### config.mk
export PLATFORM = sky130hd
export DESIGN_NAME = l2_mem_arbiter
export DESIGN_NICKNAME = d
export VERILOG_FILES = /design/src/rtl/l2_mem_arbiter.sv
export SDC_FILE = /design/constraint.sdc
export NUM_CORES = 1
export LEC_CHECK = 0
export ABC_AREA = 1
export CAP_MARGIN = 20
export CORE_AREA = 2 2 290 292
export CTS_CLUSTER_SIZE = 25
export DETAILED_ROUTE_END_ITERATION = 16
export DIE_AREA = 0 0 292 294
export GPL_TIMING_DRIVEN = 0
export PLACE_DENSITY = 0.6
export SLEW_MARGIN = 20
export SYNTH_ARGS = -nofsm -noshare
export SYNTH_HDL_FRONTEND = slang
export SYNTH_SLANG_ARGS = --single-unit
### constraint.sdc
create_clock -name clk -period 4.72 [get_ports clk]
set_input_delay 1.18 -clock clk [delete_from_list [all_inputs] [get_ports clk]]
set_output_delay 1.18 -clock clk [all_outputs]
set_load 0.01 [all_outputs]
### src/rtl/l2_mem_arbiter.sv
// Main-memory port sequencer below the L2: arbitrates line-fill reads against
// eviction write-buffer drains and moves each 256-bit line as four 64-bit beats.
module l2_mem_arbiter #(
   parameter int READ_PRIO_MAX = 4
) (
   input  logic         clk,
   input  logic         rst,
   input  logic         fill_read_i,
   input  logic [31:0]  fill_addr_i,
   output logic         fill_resp_o,
   output logic [255:0] fill_rdata_o,
   input  logic         ewb_empty_i,
   input  logic         ewb_full_i,
   input  logic [255:0] ewb_data_i,
   input  logic [31:0]  ewb_addr_i,
   output logic         ewb_yumi_o,
   output logic [31:0]  bmem_addr_o,
   output logic         bmem_read_o,
   output logic         bmem_write_o,
   output logic [63:0]  bmem_wdata_o,
   input  logic         bmem_ready_i,
   input  logic         bmem_rvalid_i,
   input  logic [63:0]  bmem_rdata_i
);

   localparam int SW = $clog2(READ_PRIO_MAX + 1);

   typedef enum logic [2:0] {IDLE, WR_BURST, RD_REQ, RD_WAIT, RD_RESP} state_t;

   state_t         state;
   logic [SW-1:0]  streak;
   logic [1:0]     beat;
   logic [255:0]   wr_line;
   logic [31:0]    line_addr;
   logic           wr_grant;
   logic           rd_grant;
   logic           unused_addr_bits;

   assign unused_addr_bits = ^{fill_addr_i[4:0], ewb_addr_i[4:0]};

   // A full EWB pre-empts reads outright; otherwise reads win until the streak
   // limit is reached while writes are waiting.
   always_comb begin
      wr_grant = 1'b0;
      rd_grant = 1'b0;
      if (state == IDLE && !rst) begin
         if (ewb_full_i && !ewb_empty_i)
            wr_grant = 1'b1;
         else if (fill_read_i && (streak < SW'(READ_PRIO_MAX)))
            rd_grant = 1'b1;
         else if (!ewb_empty_i)
            wr_grant = 1'b1;
         else if (fill_read_i)
            rd_grant = 1'b1;
      end
   end

   assign ewb_yumi_o   = wr_grant;
   assign bmem_write_o = (state == WR_BURST);
   assign bmem_read_o  = (state == RD_REQ);
   assign fill_resp_o  = (state == RD_RESP);
   assign bmem_addr_o  = line_addr;

   always_comb begin
      bmem_wdata_o = 64'd0;
      if (state == WR_BURST)
         bmem_wdata_o = wr_line[{beat, 6'd0} +: 64];
   end

   always_ff @(posedge clk) begin
      if (rst) begin
         state        <= IDLE;
         streak       <= '0;
         beat         <= 2'd0;
         wr_line      <= 256'd0;
         line_addr    <= 32'd0;
         fill_rdata_o <= 256'd0;
      end else begin
         case (state)
            IDLE: begin
               if (wr_grant) begin
                  wr_line   <= ewb_data_i;
                  line_addr <= {ewb_addr_i[31:5], 5'd0};
                  streak    <= '0;
                  beat      <= 2'd0;
                  state     <= WR_BURST;
               end else if (rd_grant) begin
                  line_addr <= {fill_addr_i[31:5], 5'd0};
                  beat      <= 2'd0;
                  state     <= RD_REQ;
                  if (ewb_empty_i)
                     streak <= '0;
                  else if (streak < SW'(READ_PRIO_MAX))
                     streak <= streak + SW'(1);
               end
            end
            WR_BURST: begin
               if (bmem_ready_i) begin
                  beat <= beat + 2'd1;
                  if (beat == 2'd3)
                     state <= IDLE;
               end
            end
            RD_REQ: begin
               if (bmem_ready_i)
                  state <= RD_WAIT;
            end
            RD_WAIT: begin
               if (bmem_rvalid_i) begin
                  fill_rdata_o[{beat, 6'd0} +: 64] <= bmem_rdata_i;
                  beat <= beat + 2'd1;
                  if (beat == 2'd3)
                     state <= RD_RESP;
               end
            end
            RD_RESP: state <= IDLE;
            default: state <= IDLE;
         endcase
      end
   end

endmodule

* Word level (Yosys, flattened, before mapping)
Index checks and enable logic that the tools add are counted.
** Storage, ports and cells
- Bits of input ports :: 391
- Bits in registers :: 552
- Output and inout bits :: 356
** Cells by class
- Muxes and demuxes :: 30
- Add/sub/neg operators :: 3
- Shift-type cells :: 3
- Eq/ne operators :: 11
- $lt $le $gt $ge :: 1
- Reduce and logical (&&, ||, !) cells :: 15
** Operator list (number)
- $bwmux W256 :: 1
- $shift A64 B10 Y256 const A :: 1
- $shiftx A256 B9 Y64 :: 1
- $shiftx A64 B10 Y256 :: 1
- $mux W32 :: 2
- $mux W64 :: 1
- $mux W3 :: 11
- $pmux W3 S4 :: 1
- $neg A8 Y10 :: 1
- $mux W1 :: 9
- $mux W2 :: 4
- $eq A3 B2 Y1 const B :: 2
- $ne A2 B1 Y1 const B :: 3
- $pmux W2 S3 :: 1
- $reduce_and A2 Y1 :: 3
- $reduce_and A6 Y1 :: 1
- $reduce_bool A3 Y1 :: 2
- $ne A2 B2 Y1 const B :: 2
- $reduce_and A4 Y1 :: 1
- $add A3 B1 Y3 const B :: 1
- $eq A3 B1 Y1 const B :: 1
- $eq A3 B3 Y1 const B :: 1
- $logic_and A1 B1 Y1 :: 3
- $logic_not A3 Y1 :: 1
- other kinds (7) :: 8

* Longest topological paths before layout
Gate-level depths: netlist (run 1).
- Depth in word-level cells :: 8
- Depth in mapped cells :: 12
- Gate-level depth less buffers :: 10

* Least setup slack after synthesis (run 1)
No wires, ideal clock.
- Path kind :: in2out
- Start :: in rst
- End :: out ewb_yumi_o
- Stages :: 5
- Path slack :: 1731 ps
- Required time :: 3540 ps
- Arrival time :: 1809 ps
- Path buffers :: 2
- Cell sequence :: buf_2 nor2_4 nand2_4 clkinv_2 buf_2
** On the way
- Cells in the longest elaborated chain, start to end :: 3
** RTL lines
- from (decl) :: line 7 : input logic rst,
- $logic_not A1 Y1 :: line 46 : if (state == IDLE && !rst) begin
- $logic_and A1 B1 Y1 :: line 46
- $mux W1 :: line 46
- to (decl) :: line 16 : output logic ewb_yumi_o,
No other way between the ends.

* Worst setup path in the final report (run 1)
- Start :: reg beat[0]
- End :: out bmem_wdata_o[39]
** On the way
- Cells in the longest elaborated chain, start to end :: 2
** RTL lines
- from (decl) :: line 32 : logic [1:0] beat;
- from (signal assigned) :: line 99 : beat <= beat + 2'd1;
- from (signal assigned) :: line 111 : beat <= beat + 2'd1;
- $shiftx A256 B9 Y64 :: line 67 : bmem_wdata_o = wr_line[{beat, 6'd0} +: 64];
- $mux W64 :: line 66 : if (state == WR_BURST)
- to (decl) :: line 20 : output logic [63:0] bmem_wdata_o,
No other way between the ends.

==> metrics.md, run 1 <==
| Metric | Value |
|---|---|
| Post-route worst setup slack | `approximately 0.20 ns` |
| Detail Placement HPWL | `a little under 90000 µm` |
| Leak Pwr | `between 10 and 15 nW` |
| Largest net degree at the start of global routing | `17` |
| Worst Path Arrival | `roughly 3.3 ns` |
| Core box area | `82900 µm²` |
| Setup TNS | `0 ns` |
| Syn_area_per_cell | `between 7 and 8 µm²` |
| Final worst-path cycle share | `95.8%` |
| Hold Crit Endpoint | `fill_rdata_o[21]$_SDFFE_PP0P_` |
| Area growth from synthesis to layout | `47.0%` |
| # nets final | `approximately 4300` |
| Hold Crit Class | `reg2reg` |
| Final Max Tran Viols | `0` |
| Async S/R FF share, synth | `0%` |
| H-tree depth | `2` |
| Peak supply drop | `slightly below 0.3 mV` |
| PD cells | `just under 500 nW/µm²` |
| Clk buf depth | `3` |
| R2r endpoint | `fill_rdata_o[97]$_SDFFE_PP0P_` |
| Critical path type | `reg2out` |
| Sequential element share of the synthesized area | `between 40% and 50%` |
| Worst EP required | `around 3.5 ns` |
| Final min period | `~4.5 ns` |
| Cell taking the most area after synthesis | `dfxtp_1` |
| FF+latch count, synth | `around 550` |
| Overflow after GRT | `0` |
| Vias per Instance | `between 4 and 5` |
| DR DRC count | `0` |
| Number of global-route vias before repair | `24200` |
| Clock Sinks | `approximately 550` |
| Total GRT Usage | `about a quarter` |
| Initial antenna violation count | `33` |
| CTS tree | `done` |
| Worst hold path depth | `2` |
| DR pass1 iterations | `6` |
| Setup slack, reg-to-reg | `about 1.1 ns` |
| I/O pin cnt | `747` |
| Tot Pwr | `approximately 17 mW` |
| Layout Skew | `approximately 0.033 ns` |
| R2r worst-path depth | `10` |
| Routed via count | `25100` |
| Top post-synthesis cells by area | `dfxtp_1 (47%), nor2_1 (17%), o21ai_0 (12%), a21oi_1 (3.2%), nand3_1 (2.7%)` |
| Netlist cell types | `30` |
| Layout cells sized above 1 | `under 10%` |
| Hold_sp | `fill_rdata_o[21]$_SDFFE_PP0P_` |
| Wire length per cell | `around 22 µm` |
| Final setup vio count | `0` |
| Startpoint Class | `flip-flop` |
| Number of enable flip-flop cells after synthesis | `0` |
| Cells after Synth | `~3100` |
| Top cell type's share of synthesized area | `a little under half` |
| Slew of the pin with the lowest slew margin | `1.14 ns` |
| First-pass GRT wire length | `about 160000 µm` |
| Critical-path top delay cell | `clkdlybuf4s50_1` |
| Worst slack after detailed placement | `0.303 ns` |
| Drt total wl | `113000 µm` |
| Synth warn | `0` |
| RSZ-0062 raised after global routing | `no` |
| Max stage delay on crit path | `0.61 ns` |
| Starting Density | `~28%` |
| Crit end category | `output port` |
| Netlist Area Pre-Place | `about 23000 µm²` |
| Die width | `approximately 290 µm` |
| Post-route ant nets | `0` |
| Largest fanout on the critical path | `10` |
| 1st-iter DRT viols | `roughly 1600` |
| Headroom to the max-slew limit | `approximately 24%` |
| Die height | `about 290 µm` |
| Worst-path clk slew | `about 0.060 ns` |
| Max-Cap Viols | `0` |
| Filler cell count | `between 8000 and 9000` |
| Port Buffer Count | `730` |
| Worst r2r src | `beat[1]$_SDFFE_PP0P_` |
| Max Fclk | `around 0.22 GHz` |
| Die ar. | `about 86000 µm²` |
| # rows | `106` |
| Critical Path, Cell by Cell | `buf_4 -> inv_1 -> buf_2 -> clkbuf_1 -> o21ai_0 -> a21oi_1 -> clkdlybuf4s50_1` |
| Outcome | `finished clean` |
| Top_reg_cell synth | `dfxtp_1` |
| Clock root cell | `clkbuf_16` |
| Post-CTS Hold Buffers | `0` |
| Routability cong. | `about 1` |
| Final Hold Vio Count | `0` |
| CTS buffer count | `61` |
| Worst skew pair latency | `~0.64 ns` |
[power breakdown]
group	total, mW	switching [mW]	leakage [nW]	internal, mW
clock network	5.07	2.08	1.04	3.00
registers	5.49	0.313	4.45	5.18
logic	6.20	4.28	7.42	1.92
total	16.8	6.67	12.9	10.1
[how the worst max path moves through the flow]
stage | start | endpoint | cells past startpoint
after global placement | beat[0]$_SDFFE_PP0P_ | bmem_wdata_o[0] | 8
after detailed placement | beat[0]$_SDFFE_PP0P_ | bmem_wdata_o[1] | 8
final | beat[0]$_SDFFE_PP0P_ | bmem_wdata_o[39] | 7
after global routing | beat[0]$_SDFFE_PP0P_ | bmem_wdata_o[62] | 7
after CTS | beat[0]$_SDFFE_PP0P_ | bmem_wdata_o[1] | 8
after floorplan | rst | ewb_yumi_o | 5
[area by class of cell]
class	instances	area (µm²)	share of cell area [%]
Clock buffer	86	1730	5.09
Inverter	56	211	0.621
Multi-Input combinational cell	2258	10700	31.3
Timing Repair Buffer	731	7330	21.6
Sequential cell	547	11000	32.2
Tap cell	1080	1350	3.97
Antenna cell	14	35.0	0.103
Clock inverter	27	390	1.15
Buffer	289	1360	4.01
[per-stage QoR]
step           cell area [µm²]  utilization, %  instances  hold WS, ns
5_1_grt                  34000            41.0       5084        0.476
3_3_place_gp             31800            38.4       4961        0.452
4_1_cts                  34000            41.0       5075        0.465
2_1_floorplan            23200               -       3151        0.437
6_report                 34000            41.0       5088        0.465
3_5_place_dp             31900            38.4       4962        0.455
[per-layer routing]
| layer | global-route usage (%) | part of all wire [%] |
|---|---|---|
| met1 | 28.7 | 39 |
| met5 | 0 | 0.21 |
| met4 | 12.3 | 4.9 |
| met2 | 44.1 | 48 |
| met3 | 6.33 | 7.6 |
[cells in the final DEF, fill, tap and decap left out, drive strengths merged, types with 5 or more instances in the layout]
cell type	n
nor2	1079
clkdlybuf4s50	730
o21ai	567
dfxtp	547
clkbuf	230
a21oi	150
buf	146
nand2	128
nand3	126
nand4	65
a211oi	64
o211a	62
inv	58
diode	14
clkinv	14
bufinv	8
ha	7
conb	5
[sequential cells by signal, summed over array words and instances (netlist names)]
signal	flops
fill_rdata_o	256
beat	2
streak	3
state	3
wr_line	256
bmem_addr_o	27
[synth_stat cells, types with 3 or more instances]
master and number:
a21oi_1 150, nand4_1 64, buf_4 26, inv_1 48, dfxtp_1 547, buf_2 108, o21ai_1 15, buf_6 4
nand2_1 124, a211oi_1 21, a211oi_2 43, buf_1 7, o211a_1 62, nand3_1 126, nor2_1 1076, clkbuf_1 145
nand2_2 3, o21ai_0 552, inv_2 7, ha_1 7
[kinds of logic after synthesis]
kind of cell,synth area share [%]
buffers and inverters,6.75
xor gates and xnor gates,0.0378
adders and majority gates,0.378
AOI/OAI and AO/OA,21.2
DFF,47.3
other,0.0162
and+or+nand+nor,24.3
[critical path, delay by kind of cell (launching register included)]
| kind | cells | cell delay [ns] |
|---|---|---|
| buffers and inverters | 5 | 1.83 |
| AO/OA/AOI/OAI | 2 | 0.52 |
| flip-flops | 1 | 0.36 |
[repair_timing]
item / CTS / global route
gates resized for setup: 8 / 1
pin swaps: 0 / 0
setup buffers: 0 / 0
setup endpoints to repair: 38 / 3
Power figures use the tool's default switching activity.
==> inputs of run 2 (changes only) <==
--- a/config.mk
+++ b/config.mk
@@ -7,12 +7,15 @@
 export LEC_CHECK = 0
 export ABC_AREA = 1
 export CAP_MARGIN = 20
-export CORE_AREA = 2 2 290 292
+export CELL_PAD_IN_SITES_DETAIL_PLACEMENT = 1
+export CELL_PAD_IN_SITES_GLOBAL_PLACEMENT = 1
+export CORE_AREA = 2 2 293 295
 export CTS_CLUSTER_SIZE = 25
 export DETAILED_ROUTE_END_ITERATION = 16
-export DIE_AREA = 0 0 292 294
+export DIE_AREA = 0 0 295 297
 export GPL_TIMING_DRIVEN = 0
-export PLACE_DENSITY = 0.6
+export PLACE_DENSITY = 0.76
+export REMOVE_ABC_BUFFERS = 1
 export SLEW_MARGIN = 20
 export SYNTH_ARGS = -nofsm -noshare
 export SYNTH_HDL_FRONTEND = slang
==> run 2 against run 1 <==
  * Clock power is 4.9% higher
  * Die area is 2.1% higher
  * Critical path type is now in2out
  * Count of clock-buffer cells in the layout is 13 higher
==> metrics.md, run 2 (same netlist as run 1, synthesis figures left out) <==
| Metric | Value |
|---|---|
| # nets final | `4100` |
| PD cells | `499 nW/µm²` |
| Reg area | `~11000 µm²` |
| Die width | `~300 µm` |
| Number of global-route vias before repair | `~24000` |
| Worst skew pair latency | `about 0.60 ns` |
| Comb power frac | `about 36%` |
| Peak supply drop | `around 0.6 mV` |
| DR DRC count | `0` |
| Pint | `between 10 and 15 mW` |
| Headroom to the max-slew limit | `between 30 and 40%` |
| Overflow after GRT | `0` |
| Net Sw Power | `about 6.6 mW` |
| Most common cell after layout, fill and taps aside | `nor2_1` |
| Final worst-path cycle share | `97.8%` |
| H-tree depth | `3` |
| Hold_ws | `between 0.4 and 0.5 ns` |
| Filler cell count | `between 10000 and 15000` |
| Worst-path clk slew | `0.06 ns` |
| Clock Sinks | `~550` |
| Routed via count | `around 24000` |
| Initial antenna violation count | `25` |
| Post-route ant nets | `0` |
| Die height | `a little under 300 µm` |
| Starting Density | `27.4%` |
| Worst EP required | `approximately 3.5 ns` |
| Final Hold Vio Count | `0` |
| Max-Cap Viols | `0` |
| Most frequent cells in the layout | `nor2_1 (1074), clkdlybuf4s50_1 (730), o21ai_0 (552)` |
| DR pass1 iterations | `5` |
| Outcome | `finished clean` |
| Sequential power share | `approximately a third` |
| First-pass GRT wire length | `150000 µm` |
| I/O pin cnt | `747` |
| Worst Path Arrival | `roughly 3.4 ns` |
| Total GRT Usage | `22.1%` |
| Hold Crit Class | `reg2reg` |
| Placement Cell Area | `between 30000 and 40000 µm²` |
| Drt total wl | `~100000 µm` |
| Slew of the pin with the lowest slew margin | `between 0.9 and 1 ns` |
| Area of the multi-input gates | `~11000 µm²` |
| # rows | `107` |
| Startpoint Class | `input port` |
| Routability cong. | `between 0.8 and 0.9` |
| Area growth from synthesis to layout | `46.7%` |
| Largest fanout on the critical path | `130` |
| RSZ-0062 raised after global routing | `no` |
| Setup TNS | `0 ns` |
| Crit end category | `output port` |
| Vias per Instance | `4.95` |
| Critical path type | `in2out` |
| Port Buffer Count | `around 730` |
| Final min period | `approximately 4.6 ns` |
| Max Fclk | `between 0.2 and 0.25 GHz` |
| Largest net degree at the start of global routing | `about 140` |
| Core box area | `about 84000 µm²` |
| Detail Placement HPWL | `approximately 67000 µm` |
| Layout cells sized above 1 | `under 10%` |
| Leak Pwr | `12.6 nW` |
| 1st-iter DRT viols | `around 1200` |
| Sw Ratio | `around two fifths` |
| Final setup vio count | `0` |
| Clock power share | `31.4%` |
| Layout Skew | `between 0.015 and 0.02 ns` |
| CTS tree | `done` |
| CTS buffer count | `between 60 and 70` |
| Design Area, Final | `about 34000 µm²` |
| Clock root cell | `clkbuf_16` |
| Die ar. | `a little under 90000 µm²` |
| Setup slack, reg-to-reg | `1.36 ns` |
| Post-CTS Hold Buffers | `0` |
| Wire length per cell | `20.5 µm` |
| Final Max Tran Viols | `0` |
| Clk buf depth | `3` |
run 2: cell types whose count changed in the layout (fill, tap and decap cells not counted), sizes merged:
cell,delta
nand2,+2
diode,+9
clkbuf,-131
bufinv,-3
clkinvlp,-3
inv,-1
clkinv,-2
buf,-107
run 2: area by class of cell:
class | instances | share of cell area (%)
flip-flops and latches | 547 | 32.3
inverters | 56 | 0.799
multi-input cells | 2260 | 31.6
clock inverters | 18 | 0.877
repair buffers | 769 | 24.3
diodes | 23 | 0.169
well taps | 1144 | 4.21
clock buffers | 99 | 5.74
run 2: metal layers:
layer / track usage, % / wire, µm
met4: 12.8 / 5950
met5: 0 / 34
met3: 5.79 / 6520
met1: 25.6 / 39900
met2: 36.7 / 48600
run 2: path summary, 6_finish.rpt:
kind	start	endpoint	cells past startpoint
min	fill_rdata_o[30]$_SDFFE_PP0P_	fill_rdata_o[30]$_SDFFE_PP0P_	2
min reg2reg	fill_rdata_o[30]$_SDFFE_PP0P_	fill_rdata_o[30]$_SDFFE_PP0P_	2
max reg2reg	beat[0]$_SDFFE_PP0P_	fill_rdata_o[4]$_SDFFE_PP0P_	9
max	rst	ewb_yumi_o	6
run 2: power groups by stage:
| stage | Combinational [mW] | Sequential [mW] | Clock, mW |
|---|---|---|---|
| finish | 6.06 | 5.57 | 5.32 |
| global route | 6.67 | 5.63 | 5.65 |
| CTS | 6.08 | 5.57 | 5.47 |
| global placement | 4.96 | 5.89 | 0 |
| detailed placement | 6.04 | 5.66 | 0 |
| floorplan | 2.99 | 5.77 | 0 |
run 2: timing repair:
action,CTS,global route
setup endpoints to repair,1,1
hold endpoints to repair,0,0
buffers inserted,0,0
resized for setup,3,1
pin swaps,0,1
cloned,0,2
run 2: worst max-delay path, cell delays in order:
cell             delay (ns)
buf_12                 0.19
buf_16                 0.23
nor2_4                 0.36
nand2_8                0.22
clkinv_16              0.21
clkdlybuf4s50_1        0.66
run 2: stage by stage:
stage | cells | setup slack, ns | power [mW] | utilization (%)
finish | 4916 | 0.106 | 17.0 | 40.2
global route | 4916 | 0.0433 | 17.9 | 40.2
CTS | 4891 | 0.0122 | 17.1 | 40.1
detailed placement | 4774 | -0.396 | 11.7 | 37.4
global placement | 4736 | -23.87 | 10.8 | 36.2
floorplan | 2861 | -7.37 | 8.76 | -
